**src/rtl/mem_exc_unit.sv**
```systemverilog
// Memory-stage exception unit: classifies load/store addresses, merges with the E-stage code,
// registers code/BD into W and holds the first exception as an ack-handshaked request to CP0.
module mem_exc_unit #(
    parameter logic [31:0]        DM_TOP      = 32'h0000_2fff,
    parameter int unsigned        NDEV        = 2,
    parameter logic [NDEV*32-1:0] DEV_BASE    = {32'h0000_7f10, 32'h0000_7f00},
    parameter int unsigned        DEV_RSPAN   = 12,
    parameter int unsigned        DEV_WSPAN   = 8,
    parameter bit                 SUBWORD_DEV = 1'b0
) (
    input  logic        clk,
    input  logic        reset,
    input  logic        en,
    input  logic        flush,
    input  logic        valid_m,
    input  logic [31:0] instr_m,
    input  logic [31:0] ao_m,
    input  logic [31:0] pc_m,
    input  logic [4:0]  exccode_e,
    input  logic        bd_e,
    input  logic        exc_ack,
    output logic [4:0]  exccode_w,
    output logic        bd_w,
    output logic        exc_req,
    output logic [4:0]  exc_code,
    output logic [31:0] exc_epc,
    output logic [31:0] exc_badvaddr,
    output logic        exc_bd
);

    localparam int unsigned CODE_W = 5;
    localparam logic [5:0] OP_LB  = 6'h20;
    localparam logic [5:0] OP_LH  = 6'h21;
    localparam logic [5:0] OP_LW  = 6'h23;
    localparam logic [5:0] OP_LBU = 6'h24;
    localparam logic [5:0] OP_LHU = 6'h25;
    localparam logic [5:0] OP_SB  = 6'h28;
    localparam logic [5:0] OP_SH  = 6'h29;
    localparam logic [5:0] OP_SW  = 6'h2b;
    localparam logic [CODE_W-1:0] EXC_ADEL = 5'd4;
    localparam logic [CODE_W-1:0] EXC_ADES = 5'd5;
    localparam logic [CODE_W-1:0] EXC_OV   = 5'd12;

    typedef enum logic {IDLE, PEND} state_t;

    state_t            state;
    logic              is_load, is_store, is_word, is_half, mem_op;
    logic              misalign, dev_hit, legal;
    logic [31:0]       win_base;
    logic [32:0]       win_lim;
    logic [CODE_W-1:0] addr_code, final_code;
    logic [31:0]       epc, badvaddr;
    logic              capture;

    // Decode, alignment and range classification
    always_comb begin
        is_load  = 1'b0;
        is_store = 1'b0;
        is_word  = 1'b0;
        is_half  = 1'b0;
        case (instr_m[31:26])
            OP_LW:         begin is_load  = 1'b1; is_word = 1'b1; end
            OP_LH, OP_LHU: begin is_load  = 1'b1; is_half = 1'b1; end
            OP_LB, OP_LBU: begin is_load  = 1'b1; end
            OP_SW:         begin is_store = 1'b1; is_word = 1'b1; end
            OP_SH:         begin is_store = 1'b1; is_half = 1'b1; end
            OP_SB:         begin is_store = 1'b1; end
            default:       ;
        endcase
        mem_op   = is_load | is_store;
        misalign = (is_word & (ao_m[1:0] != 2'b00)) | (is_half & ao_m[0]);

        // Window ends in 33 bits so a window near the top of memory cannot wrap
        dev_hit  = 1'b0;
        win_base = '0;
        win_lim  = '0;
        for (int i = 0; i < int'(NDEV); i++) begin
            win_base = DEV_BASE[32*i +: 32];
            win_lim  = {1'b0, win_base} + (is_store ? 33'(DEV_WSPAN) : 33'(DEV_RSPAN));
            if ((ao_m >= win_base) && ({1'b0, ao_m} < win_lim)) begin
                dev_hit = 1'b1;
            end
        end
        legal = (ao_m <= DM_TOP) | (dev_hit & (is_word | SUBWORD_DEV));

        addr_code = '0;
        if (mem_op && (misalign || !legal)) begin
            addr_code = is_load ? EXC_ADEL : EXC_ADES;
        end
    end

    // Merge with the carried code; Ov on a memory op is really an address error
    always_comb begin
        final_code = addr_code;
        if (mem_op && exccode_e == EXC_OV) begin
            final_code = is_load ? EXC_ADEL : EXC_ADES;
        end else if (exccode_e != '0) begin
            final_code = exccode_e;
        end
        if (!valid_m) begin
            final_code = '0;
        end
        epc      = bd_e ? (pc_m - 32'd4) : pc_m;
        badvaddr = ((final_code == EXC_ADEL) || (final_code == EXC_ADES)) ? ao_m : 32'd0;
        capture  = en & ~flush & valid_m & (final_code != '0);
    end

    // M->W pipeline registers
    always_ff @(posedge clk or negedge reset) begin
        if (!reset) begin
            exccode_w <= '0;
            bd_w      <= 1'b0;
        end else if (flush) begin
            exccode_w <= '0;
            bd_w      <= 1'b0;
        end else if (en) begin
            exccode_w <= final_code;
            bd_w      <= bd_e;
        end
    end

    // Capture FSM: first exception held until CP0 acknowledges
    always_ff @(posedge clk or negedge reset) begin
        if (!reset) begin
            state        <= IDLE;
            exc_req      <= 1'b0;
            exc_code     <= '0;
            exc_epc      <= '0;
            exc_badvaddr <= '0;
            exc_bd       <= 1'b0;
        end else begin
            case (state)
                IDLE: begin
                    if (capture) begin
                        state        <= PEND;
                        exc_req      <= 1'b1;
                        exc_code     <= final_code;
                        exc_epc      <= epc;
                        exc_badvaddr <= badvaddr;
                        exc_bd       <= bd_e;
                    end
                end
                PEND: begin
                    if (exc_ack) begin
                        state   <= IDLE;
                        exc_req <= 1'b0;
                    end
                end
                default: begin
                    state   <= IDLE;
                    exc_req <= 1'b0;
                end
            endcase
        end
    end

endmodule

```
**config.mk**
```make
export PLATFORM = sky130hd
export DESIGN_NAME = mem_exc_unit
export DESIGN_NICKNAME = d
export VERILOG_FILES = /design/src/rtl/mem_exc_unit.sv
export SDC_FILE = /design/constraint.sdc
export NUM_CORES = 1
export LEC_CHECK = 0
export CAP_MARGIN = 25
export CORE_MARGIN = 1
export CORE_UTILIZATION = 46
export CTS_BUF_LIST = sky130_fd_sc_hd__clkbuf_4
export DETAILED_ROUTE_END_ITERATION = 8
export GPL_TIMING_DRIVEN = 0
export PLACE_DENSITY = 0.92
export RECOVER_POWER = 100
export SETUP_SLACK_MARGIN = 0.2
export SYNTH_ARGS = -nofsm -noshare
export SYNTH_HDL_FRONTEND = slang
export SYNTH_SLANG_ARGS = --single-unit
```
**constraint.sdc**
```tcl
create_clock -name clk -period 5.54 [get_ports clk]
set_clock_uncertainty 0.15 [all_clocks]
set_input_delay 1.108 -clock clk [delete_from_list [all_inputs] [get_ports clk]]
set_output_delay 1.108 -clock clk [all_outputs]
set_load 0.02 [all_outputs]
```
==> out/metrics.cfg, run 1 <==
[status]
status = finished, violations left
failed_checks = capacitance limit, slew limit

[grt]
grt_pass1_vias = 3530
globalRoute.totalOverflow = 0
track_usage = 0.252
grt_pass1_wl_mm = 17.4
grt_antenna_before_repair = 0
grt_max_degree = 42

[clock_network]
cts_hold_buf = 0
clkTransAtPathRegs_ns = 0.12
clk-insertion-delay-late_ns = 0.43
cts_max_level = 3
cts_max_path_buffers = 2
postCtsResizedCells = 0
root_buffer = clkbuf_4
numCtsBuffers = 9
postCtsSetupRepairBufs = 0
cts_tree = built
clock_sinks = 78

[critical_path]
critPathLaunchType = input pin
crit_fanout = 10
startpoint = instr_m[31]
crit_path_end_kind = register
r2r-start = state
arrival_ns = 4.06
critPathKind = in -> reg
cp_data_required_time_ns = 5.70

[logic_synthesis]
ys_warn_count = 0
yosys.area.top_type = dfrtp_1
synthCells = 353
seq_area_frac_synth = 0.485
syn-mean-instance-area_um2 = 11.4
synth_nets = 462
ys_async_sr_fraction = 1.00
synth_most_common_cell = dfrtp_1
ys_seq_elements = 78
ys.flop_type = dfrtp_1
synth_area_um2 = 4020
yosys.area.top_type_share = 0.485
synthTopCellsByArea = dfrtp_1, mux2_4, o2bb2ai_1, nand3_1, xor2_1
synth_common_cells = dfrtp_1, nand3_1, o2bb2ai_1
synth_cell_type_count = 47
synth_edf_count = 0

[timing]
fin_setup_tns_ns = 0
hold_viol = 0
tightest_slew_ns = 2.09
max_freq_mhz = 257
maxSlewHeadroom = -0.394
drv_slew = 38
setup_viol = 0
period_needed_ns = 3.89
rsz0062_at_grt = no
setup_slack_ns = 1.65
post-route-period-util = 0.703
whs_ns = 0.344

[worst_hold_path]
hold_path.class = reg -> reg
min-delay-start = exc_epc[7]

[detailed_routing]
wire_per_inst_um = 17.3
met1_length_mm = 4.50
maxUsedRoutingLayer = met4
vias_per_cell = 5.51
dr.pass1.iters = 4
wl_met2_mm = 5.62
num_vias = 3475
wl_met3_um = 459
drt_iter0_drc = 118
routed_wl_mm = 10.9
drc = 0
postRouteAntennaNets = 0

[placed_design]
place_inst = 615
gp_congestion = 0.887
portBuffers = 156
dp_slack_ns = 1.69
dp_hpwl_mm = 8.49

[power_and_ir_drop]
power_density_nw_per_um2 = 267
p_leak_nw = 2.44
ir_worst_vdd_mv = 0.179

[final_layout]
multi_input_area_um2 = 1820
fillers = 632
area_delta_synth_final_pct = 43.3
fin_cells = 631
layout-drive-gt1-share = 0.0570
diodes = 0
utilization = 0.691
seq_area_um2 = 1950
layout.nets = 630

[job]
maxCapViolations = 1

[die]
fp.dieH_um = 95.5
fp.coreArea_um2 = 8340
die-area_um2 = 9120
start_util = 0.482
rows = 33
io_pins = 185
dieWidth_um = 95.5

[worst max-delay path: stages]
cell and delay, ns:
dlygate4sd3_1 0.53, nor2b_1 0.27, and4b_1 0.29, a31oi_1 0.16, a31oi_1 0.32, a21o_1 0.12, clkbuf_1 0.36, clkbuf_1 0.51
mux2_1 0.38
[final cells by class]
type / count / share of cell area
clock inverters: 7 / 0.0172
flip-flops and latches: 78 / 0.339
clock buffers: 9 / 0.0117
multi-input cells: 246 / 0.316
well taps: 105 / 0.0228
repair buffers: 157 / 0.273
plain buffers: 21 / 0.0148
inverters: 8 / 0.00521
[report_power, final]
group / internal [mW] / switching [mW] / total (mW)
Clock: 0.184 / 0.206 / 0.391
Combinational: 0.220 / 0.235 / 0.455
Sequential: 0.650 / 0.0409 / 0.691
[layout by cell type, fill, tap and decap left out, drive strengths merged, types with 2 or more instances in the layout]
cell           instances
or3                    3
nand3                 39
buf                    5
clkinv                 4
mux2                  33
or4                    5
dfrtp                 78
and3                   2
clkdlybuf4s50         73
bufinv                 2
mux2i                  4
clkbuf                27
inv                    8
nand3b                 3
o211ai                 3
nor4b                  2
a31oi                  2
nand4                  3
and4                   2
xnor2                 10
a21o                   2
xor2                  19
nor4                   8
a21oi                  7
nor3b                  3
nor2                  20
nor3                   9
o21ai                  2
o31ai                  2
o2bb2ai               32
nand2                 14
nor2b                  4
dlygate4sd3           82
nand2b                 5
[logic make-up (layout without fill, tap and decap cells)]
| group | after synthesis | after routing | synth area share |
|---|---|---|---|
| adders and majority gates | 1 | 1 | 0.00311 |
| and+or+nand+nor | 123 | 123 | 0.174 |
| DFF | 78 | 78 | 0.485 |
| AOI/OAI and AO/OA | 56 | 56 | 0.110 |
| muxes | 37 | 37 | 0.128 |
| buffers and inverters | 29 | 202 | 0.0373 |
| xor gates and xnor gates | 29 | 29 | 0.0632 |
[layer usage]
layer | up-vias | GRT usage
li1 | 1634 | -
met1 | 1716 | 0.313
met2 | 101 | 0.426
met3 | 24 | 0.0574
met4 | 0 | 0.0945
met5 | - | 0
[path summary, 6_finish.rpt]
check,cells after the start,end,slack [ns]
setup reg to reg,7,exc_epc[10],2.91
hold / removal,1,exc_epc[7],0.34
max in group asynchronous,1,bd_w,2.93
setup / recovery,9,exc_epc[10],1.65
min in group asynchronous,1,exc_badvaddr[3],1.11
hold reg to reg,1,exc_epc[7],0.34
[sequential cells by signal, indices dropped and copies added, names as in the netlist]
| signal | cells |
|---|---|
| state | 1 |
| exc_epc | 32 |
| bd_w | 1 |
| exccode_w | 5 |
| exc_badvaddr | 32 |
| exc_req | 1 |
| exc_bd | 1 |
| exc_code | 5 |
[metrics by stage]
step                      area [um2]  total power, mW
after floorplan                 4020            0.948
after global placement          5710             1.22
after detailed placement        5730             1.23
after CTS                       5900             1.63
after global routing            5760             1.61
final                           5760             1.54
No activity file was read; power rests on OpenSTA's default activity.
==> run 2, diff against run 1 <==
--- a/config.mk
+++ b/config.mk
@@ -7,11 +7,11 @@
 export LEC_CHECK = 0
 export CAP_MARGIN = 25
 export CORE_MARGIN = 1
-export CORE_UTILIZATION = 46
+export CORE_UTILIZATION = 39
 export CTS_BUF_LIST = sky130_fd_sc_hd__clkbuf_4
 export DETAILED_ROUTE_END_ITERATION = 8
 export GPL_TIMING_DRIVEN = 0
-export PLACE_DENSITY = 0.92
+export PLACE_DENSITY = 0.83
 export RECOVER_POWER = 100
 export SETUP_SLACK_MARGIN = 0.2
 export SYNTH_ARGS = -nofsm -noshare
==> constraint.sdc (replaced) <==
create_clock -name clk -period 3.4 [get_ports clk]
set_clock_uncertainty 0.15 [all_clocks]
set_input_delay 0.68 -clock clk [delete_from_list [all_inputs] [get_ports clk]]
set_output_delay 0.68 -clock clk [all_outputs]
set_load 0.02 [all_outputs]
==> out/metrics.cfg, run 2 (synthesis results as in run 1) <==
[critical_path]
r2r-start = state
rrSetupSlack_ns = 1.14  ; -1.77 ns
critPathLaunchType = input pin
crit_path_end_kind = register
r2r-end = exc_epc[31]
arrival_ns = 3.40  ; -0.66 ns
rr_worst_depth = 7  ; unchanged
cp_data_required_time_ns = 3.55  ; -2.15 ns
crit_fanout = 10  ; unchanged
critPathKind = in -> reg

[detailed_routing]
wl_met3_um = 377  ; -18%
num_vias = 3481  ; +0.17%
postRouteAntennaNets = 0  ; unchanged
drt_iter0_drc = 133  ; +13%
vias_per_cell = 5.28  ; -4.1%
dr.pass1.iters = 4  ; unchanged
wire_per_inst_um = 17.1  ; -0.62%
met1_length_mm = 4.79  ; +6.4%
wl_met2_mm = 5.65  ; +0.57%
routed_wl_mm = 11.3  ; +3.8%
drc = 0  ; unchanged
maxUsedRoutingLayer = met4

[timing]
tightest_slew_ns = 2.16  ; +0.0715 ns
drv_slew = 39  ; +2.6%
setup_viol = 0  ; unchanged
max_freq_mhz = 307
rsz0062_at_grt = no
whs_ns = 0.340  ; -0.00429 ns
hold_viol = 0  ; unchanged
period_needed_ns = 3.25
post-route-period-util = 0.957
maxSlewHeadroom = -0.442  ; -0.0476

[die]
io_pins = 185  ; unchanged
rows = 36  ; +9.1%
fp.dieH_um = 104  ; +8.4%
dieWidth_um = 104  ; +8.4%
start_util = 0.408  ; -0.0745
fp.coreArea_um2 = 9860  ; +18%
die-area_um2 = 10700  ; +18%

[placed_design]
gp_congestion = 0.879  ; -0.95%
place_inst = 643  ; +4.6%
dp_hpwl_mm = 8.80  ; +3.7%
portBuffers = 156  ; unchanged

[grt]
globalRoute.totalOverflow = 0  ; unchanged
track_usage = 0.217  ; -0.0354
grt_max_degree = 41  ; -2.4%
grt_antenna_before_repair = 0  ; unchanged
grt_pass1_vias = 3654  ; +3.5%
grt_pass1_wl_mm = 18.5  ; +6.1%

[clock_network]
cts_max_level = 3  ; unchanged
clk-insertion-delay-late_ns = 0.40  ; -0.03 ns
clock_sinks = 78  ; unchanged
numCtsBuffers = 9  ; unchanged
root_buffer = clkbuf_4
clkTransAtPathRegs_ns = 0.12  ; about the same
cts_max_path_buffers = 2  ; unchanged
postCtsSetupRepairBufs = 0  ; unchanged
cts_tree = built
cts_hold_buf = 0  ; unchanged

[power_and_ir_drop]
power_density_nw_per_um2 = 411  ; +54%
p_leak_nw = 2.48  ; +1.5%
ir_worst_vdd_mv = 0.236  ; +32%

[worst_hold_path]
whs_path_depth = 2  ; +1
min-delay-start = exc_req
hold_path.class = reg -> reg
holdPathEnd = exc_req

[final_layout]
area_delta_synth_final_pct = 45.1
fin_cells = 659  ; +4.4%
final_common_cell = dlygate4sd3_1
utilization = 0.592  ; -0.0991
layout-drive-gt1-share = 0.0932  ; +0.0361
diodes = 0  ; unchanged
final_cell_mix = dlygate4sd3_1, dfrtp_1, clkdlybuf4s50_1
largestRegisters = exc_badvaddr (32), exc_epc (32)
layout.nets = 630  ; unchanged

[status]
status = finished, violations left
failed_checks = capacitance limit, slew limit

[job]
maxCapViolations = 1  ; unchanged

## run 2: cell count changes in the layout (fill, tap and decap cells not counted), sizes merged
cell / change
clkinv: -2
clkinvlp: +2
bufinv: -2
buf: +7
clkbuf: -7
inv: +2
## run 2: layer usage
metal  global-route usage  vias up
met4                0.116        0
li1                     -     1641
met1                0.272     1712
met3               0.0315       32
met5                    0        -
met2                0.361       96
## run 2: metrics by stage
stage / setup WS [ns] / TNS (ns) / cell area (um2) / power, mW
after global placement: -1.24 / -99.81 / 5750 / 1.99
final: 0.146 / 0 / 5840 / 2.40
after floorplan: 0.718 / 0 / 4020 / 1.54
after CTS: 0.280 / 0 / 5880 / 2.52
after global routing: 0.113 / 0 / 5840 / 2.52
after detailed placement: -0.172 / -4.13 / 5770 / 2.01
## run 2: worst max-delay path by stage
stage | start | endpoint | slack, ns | cells after the start
2_1_floorplan | pc_m[14] | exc_epc[27] | 0.72 | 6
3_3_place_gp | reset | exc_epc[10] | -1.24 | 1
3_5_place_dp | ao_m[28] | exc_badvaddr[27] | -0.17 | 8
4_1_cts | ao_m[28] | exc_badvaddr[27] | 0.28 | 8
5_1_grt | pc_m[6] | exc_epc[26] | 0.11 | 7
6_report | ao_m[28] | exc_epc[31] | 0.15 | 9
## run 2: area by class of cell
| cell class | count | area (um2) |
|---|---|---|
| plain buffers | 21 | 114 |
| clock buffers | 9 | 67.6 |
| clock inverters | 7 | 48.8 |
| fillers | 855 | 4030 |
| inverters | 8 | 30.0 |
| multi-input cells | 246 | 1880 |
| flip-flops and latches | 78 | 1950 |
| well taps | 133 | 166 |
| repair buffers | 157 | 1580 |
## run 2: power by group
part / total [mW] / switching [mW] / internal (mW)
clock: 0.498 / 0.346 / 0.151
combinational: 0.778 / 0.391 / 0.387
sequential: 1.13 / 0.0666 / 1.06
total: 2.40 / 0.804 / 1.60
## run 2: timing repair
action                     in CTS  in global routing
setup endpoints to repair       0                  2
resized for setup               0                  2
hold endpoints to repair        0                  0
## run 2: critical path: stages
cell and delay, ns:
dlygate4sd3_1 0.56, or4_1 0.56, nor3_1 0.20, and4_1 0.23
nand4_1 0.22, a21o_1 0.24, buf_6 0.14, buf_2 0.23
mux2_1 0.34
==> run 3, diff against run 2 <==
--- a/config.mk
+++ b/config.mk
@@ -6,7 +6,7 @@
 export NUM_CORES = 1
 export LEC_CHECK = 0
 export CAP_MARGIN = 25
-export CORE_MARGIN = 1
+export CORE_ASPECT_RATIO = 0.5
 export CORE_UTILIZATION = 39
 export CTS_BUF_LIST = sky130_fd_sc_hd__clkbuf_4
 export DETAILED_ROUTE_END_ITERATION = 8
==> out/metrics.cfg, run 3 (synthesis results as in run 1) <==
[detailed_routing]
drc = 0  ; unchanged
num_vias = 3356  ; -3.6%
wire_per_inst_um = 16.0  ; -6.7%
vias_per_cell = 5.07  ; -4.0%
postRouteAntennaNets = 0  ; unchanged
dr.pass1.iters = 5  ; +1
routed_wl_mm = 10.6  ; -6.3%
drt_iter0_drc = 170  ; +28%

[die]
die-area_um2 = 10700  ; +0.22%
io_pins = 185  ; unchanged
start_util = 0.413  ; +0.00572
rows = 25  ; -31%
fp.dieH_um = 73.8  ; -29%
fp.coreArea_um2 = 9730  ; -1.4%
dieWidth_um = 146  ; +41%

[placed_design]
portBuffers = 156  ; unchanged
dp_slack_ns = -0.131  ; +0.0403 ns
gp_congestion = 0.774  ; -12%
dp_hpwl_mm = 7.99  ; -9.2%

[critical_path]
arrival_ns = 3.35  ; -0.05 ns
startpoint = ao_m[26]
crit_fanout = 10  ; unchanged
max_stage_delay_ns = 0.55  ; about the same
critPathSlowestCell = dlygate4sd3_1
crit_path_end_kind = register
critPathLaunchType = input pin
cp_data_required_time_ns = 3.57  ; +0.02 ns
path_cells = dlygate4sd3_1 -> or4_1 -> nor3_1 -> and4_1 -> nand4_1 -> a21o_1 -> clkbuf_2 -> buf_6 -> mux2_1
r2r-start = state
critPathKind = in -> reg

[clock_network]
postCtsSetupRepairBufs = 0  ; unchanged
clk-insertion-delay-late_ns = 0.44  ; +0.04 ns
root_buffer = clkbuf_4
numCtsBuffers = 9  ; unchanged
cts_max_level = 3  ; unchanged
cts_max_path_buffers = 2  ; unchanged
cts_tree = built
clkTransAtPathRegs_ns = 0.12  ; about the same
clock_sinks = 78  ; unchanged

[final_layout]
layout-drive-gt1-share = 0.0740  ; -0.0192
final_common_cell = dlygate4sd3_1
fillers = 844  ; -1.3%
largestRegisters = exc_badvaddr (32), exc_epc (32)
layout.nets = 631  ; +0.16%
final_cell_mix = dlygate4sd3_1, dfrtp_1, clkdlybuf4s50_1
area_delta_synth_final_pct = 45.6
diodes = 0  ; unchanged

[timing]
post-route-period-util = 0.935  ; -0.0225
rsz0062_at_grt = no
drv_slew = 0  ; -100%
period_needed_ns = 3.18  ; -0.0763 ns
hold_viol = 0  ; unchanged
setup_viol = 0  ; unchanged
tightest_slew_ns = 0.905  ; -1.26 ns
setup_slack_ns = 0.222  ; +0.0763 ns
max_freq_mhz = 315  ; +2.4%
maxSlewHeadroom = 0.396  ; +0.838

[power_and_ir_drop]
p_leak_nw = 2.49  ; +0.36%
p_total_mw = 2.49  ; +3.7%
power_density_nw_per_um2 = 425  ; +3.4%
ir_worst_vdd_mv = 0.213  ; -9.7%

[grt]
grt_pass1_vias = 3369  ; -7.8%
grt_max_degree = 64  ; +56%
grt_pass1_wl_mm = 17.2  ; -6.7%
globalRoute.totalOverflow = 0  ; unchanged
track_usage = 0.206  ; -0.0102
grt_antenna_before_repair = 0  ; unchanged

[worst_hold_path]
min-delay-start = exc_req
hold_path.class = reg -> reg

[status]
status = finished clean

[job]
maxCapViolations = 0  ; -1

run 3: changes by cell type in the layout (fill, tap and decap cells not counted), moves of 2 or more:
cell             previous run  this run
mux2_1                     20        28
clkinv_1                    1         3
clkinvlp_4                  3         0
bufinv_16                   0         2
mux2_4                     13         5
clkdlybuf4s50_1            73        75
inv_6                       2         0
buf_2                       6         4
clkbuf_2                    1         3
run 3: path summary, 6_finish.rpt:
kind | end | slack, ns | depth (start not counted)
max in group asynchronous | exc_badvaddr[31] | 1.55 | 3
setup / recovery | exc_epc[25] | 0.22 | 9
hold reg to reg | exc_req | 0.34 | 2
hold / removal | exc_req | 0.34 | 2
setup reg to reg | exc_epc[25] | 1.24 | 7
min in group asynchronous | exc_epc[11] | 0.76 | 2
run 3: critical path, delay by kind of cell:
kind / cells / cell delay, ns
simple gates: 4 / 1.14
buf+inv: 3 / 0.97
compound gates: 1 / 0.22
mux: 1 / 0.32
run 3: what timing repair did:
action / CTS / global route
endpoints found under the setup margin: 0 / 4
gates resized for setup: 0 / 1
hold endpoints to repair: 15 / 0
hold buffers: 1 / 0
run 3: report_power, final:
part / total, mW / internal (mW) / leakage, nW / switching [mW]
clock network: 0.614 / 0.299 / 0.0829 / 0.316
logic: 0.749 / 0.370 / 1.40 / 0.379
registers: 1.13 / 1.06 / 1.00 / 0.0689
total: 2.49 / 1.73 / 2.49 / 0.764
run 3: through the flow:
stage | setup TNS, ns | util | hold slack, ns | instances | area (um2)
after global placement | -98.04 | 0.591 | 0.313 | 644 | 5750
final | 0 | 0.602 | 0.335 | 662 | 5850
after detailed placement | -1.65 | 0.594 | 0.316 | 645 | 5780
after floorplan | 0 | - | 0.234 | 353 | 4020
after CTS | 0 | 0.610 | 0.344 | 662 | 5940
after global routing | 0 | 0.602 | 0.366 | 662 | 5850
run 3: routing by layer:
metal	routed length [um]	part of all wire	global-route usage
met3	516	0.049	0.0540
met2	5120	0.48	0.346
met4	99	0.0093	0.0456
met5	0	0	0
met1	4850	0.46	0.272
run 3: layout make-up:
| cell class | count | area [um2] | area share |
|---|---|---|---|
| plain buffers | 21 | 114 | 0.0194 |
| clock buffers | 10 | 75.1 | 0.0128 |
| clock inverters | 6 | 76.3 | 0.0130 |
| inverters | 8 | 30.0 | 0.00513 |
| multi-input cells | 246 | 1850 | 0.315 |
| flip-flops and latches | 78 | 1950 | 0.333 |
| well taps | 135 | 169 | 0.0289 |
| repair buffers | 158 | 1590 | 0.272 |
==> patch 1, RTL diff (settings of run 1) <==
Change the parameter `NDEV` from 2 to 4.
--- a/src/rtl/mem_exc_unit.sv
+++ b/src/rtl/mem_exc_unit.sv
@@ -3,5 +3,5 @@
 module mem_exc_unit #(
     parameter logic [31:0]        DM_TOP      = 32'h0000_2fff,
-    parameter int unsigned        NDEV        = 2,
+    parameter int unsigned        NDEV        = 4,
     parameter logic [NDEV*32-1:0] DEV_BASE    = {32'h0000_7f10, 32'h0000_7f00},
     parameter int unsigned        DEV_RSPAN   = 12,
Formal check against the unedited RTL: equivalent (Yosys induction, for registers that start in step).
==> patch 1 against run 1 <==
- wire length down 8.2%
- die area decreased by 7.0%
- sequential cell count is the same
- count of clock-buffer cells in the layout stayed put
- largest cell class unchanged
- register-to-register slack improved by 380 ps
- global-route usage fell by 0.16 points
- cell area fell by 3.1%
- the flow now finishes without violations
- total power fell by 1.1%
- area after synthesis down 7.2%
- worst setup slack worse by 620 ps
==> patch 1: results (changes against run 1) <==
| Metric | Value |
|---|---|
| First-pass GRT wire length | `16.50 mm (-5.2%)` |
| Dpl cell area | `5448 µm² (-5.0%)` |
| Total Wirelength | `9.998 mm (-8.2%)` |
| Vias in the first global route | `3360 (-4.8%)` |
| DR WL met2 | `5.101 mm (-9.3%)` |
| FF-to-FF setup slack | `3290 ps (+380 ps)` |
| Crit-path max cell delay | `930 ps (+400 ps)` |
| Max IR drop VDD | `0.1192 mV (-33%)` |
| Layout cells sized above 1 | `11.59% (+5.9 points)` |
| Critical Path End | `exc_epc[30]$_DFFE_PN0P_` |
| Met3 Use GR | `5.058% (-0.68 points)` |
| Slowest stage cell on the critical path | `o31ai_1` |
| Clock Latency Late Sink | `400 ps (-30 ps)` |
| Placement Setup Slack | `1400 ps (-288.1 ps)` |
| Met3 WL | `673 µm (+47%)` |
| Nets | `596 (-5.4%)` |
| M1 GR Usage | `30.70% (-0.65 points)` |
| Worst slew margin | `22.54% (+62 points)` |
| Largest net degree at the start of global routing | `74 (+76%)` |
| R2R Path End | `exc_epc[29]$_DFFE_PN0P_` |
| Clock Tree Root | `clkbuf_4` |
| Leak pwr | `2.511 nW (+2.7%)` |
| Worst Setup Slack, final | `1028 ps (-617.1 ps)` |
| Hold Path End | `exc_req$_DFFE_PN0P_` |
| DR pass1 iterations | `4 (unchanged)` |
| GRT met2 Usage | `44.28% (+1.7 points)` |
| Post-synth top flop | `dfrtp_1` |
| Mapped Avg Cell Area | `11.70 µm² (+2.7%)` |
| Vias/cell | `5.490 (-0.31%)` |
| Hold depth | `2 (+1)` |
| CP delay by family, top | `compound AO/OA/AOI/OAI gates` |
| Metal-1 WL | `4.123 mm (-8.3%)` |
| CP startpoint | `instr_m[28]` |
| Synth warnings | `0 (unchanged)` |
| Drt initial violations | `96 (-19%)` |
| Hold wc startpoint | `exc_req$_DFFE_PN0P_` |
| Worst R2R Path Depth | `6 (-1)` |
| RD Place Congestion | `0.8457 (-4.7%)` |
| Critical path arrival | `4660 ps (+600 ps)` |
| CTS clk-pin slew, worst paths | `120 ps (about the same)` |
| Status | `completed` |
| Total global-route track usage | `25.05% (-0.16 points)` |
| Antenna cells | `0 (unchanged)` |
| Fill count | `562 (-11%)` |
| Final HPWL DP | `7.751 mm (-8.7%)` |
| Mapped Nets | `428 (-7.4%)` |
| Top post-synthesis cells by count | `dfrtp_1 (78), a22o_1 (37), mux2_2 (31)` |
| Total via count in the routed design | `3261 (-6.2%)` |
| Seq/Total Area, Yosys | `52.28% (+3.7 points)` |
| Distinct cells, synth | `46 (-2.1%)` |
| Top cells by area, synth | `dfrtp_1 (52%), mux2_2 (9.3%), a22o_1 (8.7%), xnor2_1 (4.0%), xor2_1 (2.6%)` |
| Worst hold slack | `350.4 ps (+6.328 ps)` |
| Dpl cells | `578 (-6.0%)` |
patch 1: changes by cell type after synthesis, sizes merged, moves of 4 or more:
cell,before,now
nand2,14,25
xnor2,10,17
nand3,39,8
xor2,19,11
nor3,9,5
a22o,1,37
or4,5,1
o2bb2ai,32,0
patch 1: cell families after synthesis:
family / Yosys count / synth area share (%)
flip-flops: 78 / 52.28
AO/OA/AOI/OAI: 63 / 14.24
multiplexers: 35 / 10.49
adder cells (fa/ha/maj): 1 / 0.3351
buffers and inverters: 23 / 2.916
AND/OR/NAND/NOR: 91 / 13.17
XOR/XNOR: 28 / 6.568
patch 1: area by class of cell:
type	count	share of cell area, %
multi-input combinational	218	29.72
clock buffer	9	1.210
timing repair buffer	157	28.35
clock inverter	7	1.569
tap	102	2.286
sequential	78	34.96
buffer	17	1.502
inverter	6	0.4034
patch 1: where the power goes:
group	switching [mW]	internal [mW]	total [mW]
sequential	0.0398	0.648	0.688
combinational	0.221	0.229	0.450
clock	0.201	0.180	0.381
total	0.462	1.06	1.52
==> patch 2, RTL diff (flow settings as in run 1) <==
Made on the original files. Make the reset (`reset`) synchronous in 2 clocked blocks.
--- a/src/rtl/mem_exc_unit.sv
+++ b/src/rtl/mem_exc_unit.sv
@@ -107,5 +107,5 @@
 
     // M->W pipeline registers
-    always_ff @(posedge clk or negedge reset) begin
+    always_ff @(posedge clk) begin
         if (!reset) begin
             exccode_w <= '0;
@@ -121,5 +121,5 @@
 
     // Capture FSM: first exception held until CP0 acknowledges
-    always_ff @(posedge clk or negedge reset) begin
+    always_ff @(posedge clk) begin
         if (!reset) begin
             state        <= IDLE;
Behaviour: differs if reset is asserted again (counterexample within 4 cycles, from zero or initial values and one cycle with reset low); with reset held inactive, the same outputs for 4 cycles.
==> patch 2 against run 1 <==
- cell area increased by 1.4%
- first-iteration DRC count increased by 140%
- area after synthesis increased by 3.5%
- worst setup slack got worse by 740 ps
- sequential cell count unchanged
- core utilization decreased by 2.1 points
- cell count increased by 20%
- wire length increased by 24%
- maximum frequency decreased by 16%
- largest cell class is now multi-input combinational cells
Power is not compared: it rests on default switching activity, and its combinational part moved more than twofold at a synthesized area within 25%.
==> patch 2: results (changes against run 1) <==
| Metric | Value |
|---|---|
| Layout cells sized above 1 | `5.255% (-0.45 points)` |
| DR WL met2 | `6.569 mm (+17%)` |
| Vias in the first global route | `4543 (+29%)` |
| Total global-route track usage | `28.39% (+3.2 points)` |
| Reg2reg start | `state$_SDFF_PN0_` |
| Distinct cells, synth | `58 (+23%)` |
| Worst Setup Slack, final | `902.9 ps (-742.4 ps)` |
| RD Place Congestion | `0.9038 (+1.8%)` |
| Metal-1 WL | `5.300 mm (+18%)` |
| DR pass1 iterations | `5 (+1)` |
| Worst slew margin | `21.67% (+61 points)` |
| FF-to-FF setup slack | `3470 ps (+560 ps)` |
| Crit-path max cell delay | `960 ps (+430 ps)` |
| Post-synth top flop | `dfxtp_1` |
| Synth async-reset ratio | `0% (-100 points)` |
| Mapped Nets | `586 (+27%)` |
| Drt initial violations | `278 (+140%)` |
| Critical path arrival | `4800 ps (+740 ps)` |
| Seq/Total Area, Yosys | `37.51% (-11 points)` |
| Total Wirelength | `13.48 mm (+24%)` |
| Top cells by area, synth | `dfxtp_1 (38%), nand2_1 (7.6%), xnor2_1 (5.5%), o211a_1 (4.6%), o211ai_1 (4.0%)` |
| Slowest stage cell on the critical path | `a211oi_1` |
| Fill count | `698 (+10%)` |
| Top post-synthesis cells by count | `nand2_1 (84), dfxtp_1 (78), xnor2_1 (26)` |
| CP delay by family, top | `compound AO/OA/AOI/OAI gates` |
| CP startpoint | `instr_m[27]` |
| Largest net degree at the start of global routing | `14 (-67%)` |
| Leak pwr | `approximately 2.3 nW` |
| Met3 WL | `965 µm (+110%)` |
| Status | `completed` |
| I/O Buffers | `154 (-1.3%)` |
| First-pass GRT wire length | `21.78 mm (+25%)` |
| Vias/cell | `5.959 (+8.2%)` |
| Nets | `751 (+19%)` |
| Worst hold slack | `309.5 ps (-34.51 ps)` |
| Hold wc startpoint | `exc_req$_SDFFE_PN0P_` |
| Placement Setup Slack | `1343 ps (-345.3 ps)` |
| Final HPWL DP | `10.37 mm (+22%)` |
-- patch 2: cell count changes in the layout (fill, tap and decap cells not counted), moves of 26 or more --
| cell | before | now |
|---|---|---|
| o22ai_1 | 1 | 33 |
| dfrtp_1 | 78 | 0 |
| o2bb2ai_1 | 32 | 0 |
| dfxtp_1 | 0 | 78 |
| nand3_1 | 39 | 13 |
| nand2_1 | 14 | 84 |
| mux2_1 | 31 | 0 |
-- patch 2: worst reg2reg max path: stages, from the launching register on --
cell      delay [ps]
dfxtp_1          360
nor3_1           290
clkbuf_1         420
clkbuf_1         430
o211ai_1         190
o211a_1          160
-- patch 2: final timing paths --
| path | to | depth (start not counted) |
|---|---|---|
| setup / recovery | exc_badvaddr[5]$_SDFFE_PN0P_ | 9 |
| hold / removal | exc_req$_SDFFE_PN0P_ | 2 |
| hold reg to reg | exc_req$_SDFFE_PN0P_ | 2 |
| setup reg to reg | exc_epc[30]$_SDFFE_PN0P_ | 5 |
-- patch 2: power groups by stage --
stage / registers, mW / clock network [mW] / logic, mW
after global routing: 0.587 / 0.369 / 0.239
after detailed placement: 0.598 / 0 / 0.233
after CTS: 0.586 / 0.344 / 0.235
after global placement: 0.598 / 0 / 0.227
final: 0.585 / 0.343 / 0.225
after floorplan: 0.615 / 0 / 0.0893
-- patch 2: cells by family (layout without fill, tap and decap cells) --
| family | Yosys count | after routing | synth area share, % |
|---|---|---|---|
| simple gates | 178 | 178 | 21.25 |
| compound gates | 132 | 132 | 27.41 |
| flops | 78 | 78 | 37.51 |
| buf+inv | 56 | 226 | 6.703 |
| xor+xnor | 29 | 29 | 6.102 |
| mux | 3 | 3 | 0.7214 |
| fa+ha+maj | 1 | 1 | 0.3005 |
-- patch 2: routing by layer --
metal  up-vias  global-route usage [%]
met5         -                       0
met4         0                   18.25
met3        53                   4.676
met2       225                   47.24
met1      2135                   33.91
li1       2086                       -
-- patch 2: through the flow --
step / cell area [µm²] / instances
after floorplan: 4163 / 477
after global placement: 5839 / 739
after detailed placement: 5839 / 739
after CTS: 5972 / 755
after global routing: 5843 / 755
final: 5843 / 755
-- patch 2: final cells by class --
cell class / instances / share of cell area (%)
Clock buffer: 9 / 1.156
Clock inverter: 7 / 1.113
Tap cell: 108 / 2.313
Multi-Input combinational cell: 343 / 37.92
Buffer: 39 / 3.298
Sequential cell: 78 / 26.72
Timing Repair Buffer: 154 / 26.38
Inverter: 17 / 1.092
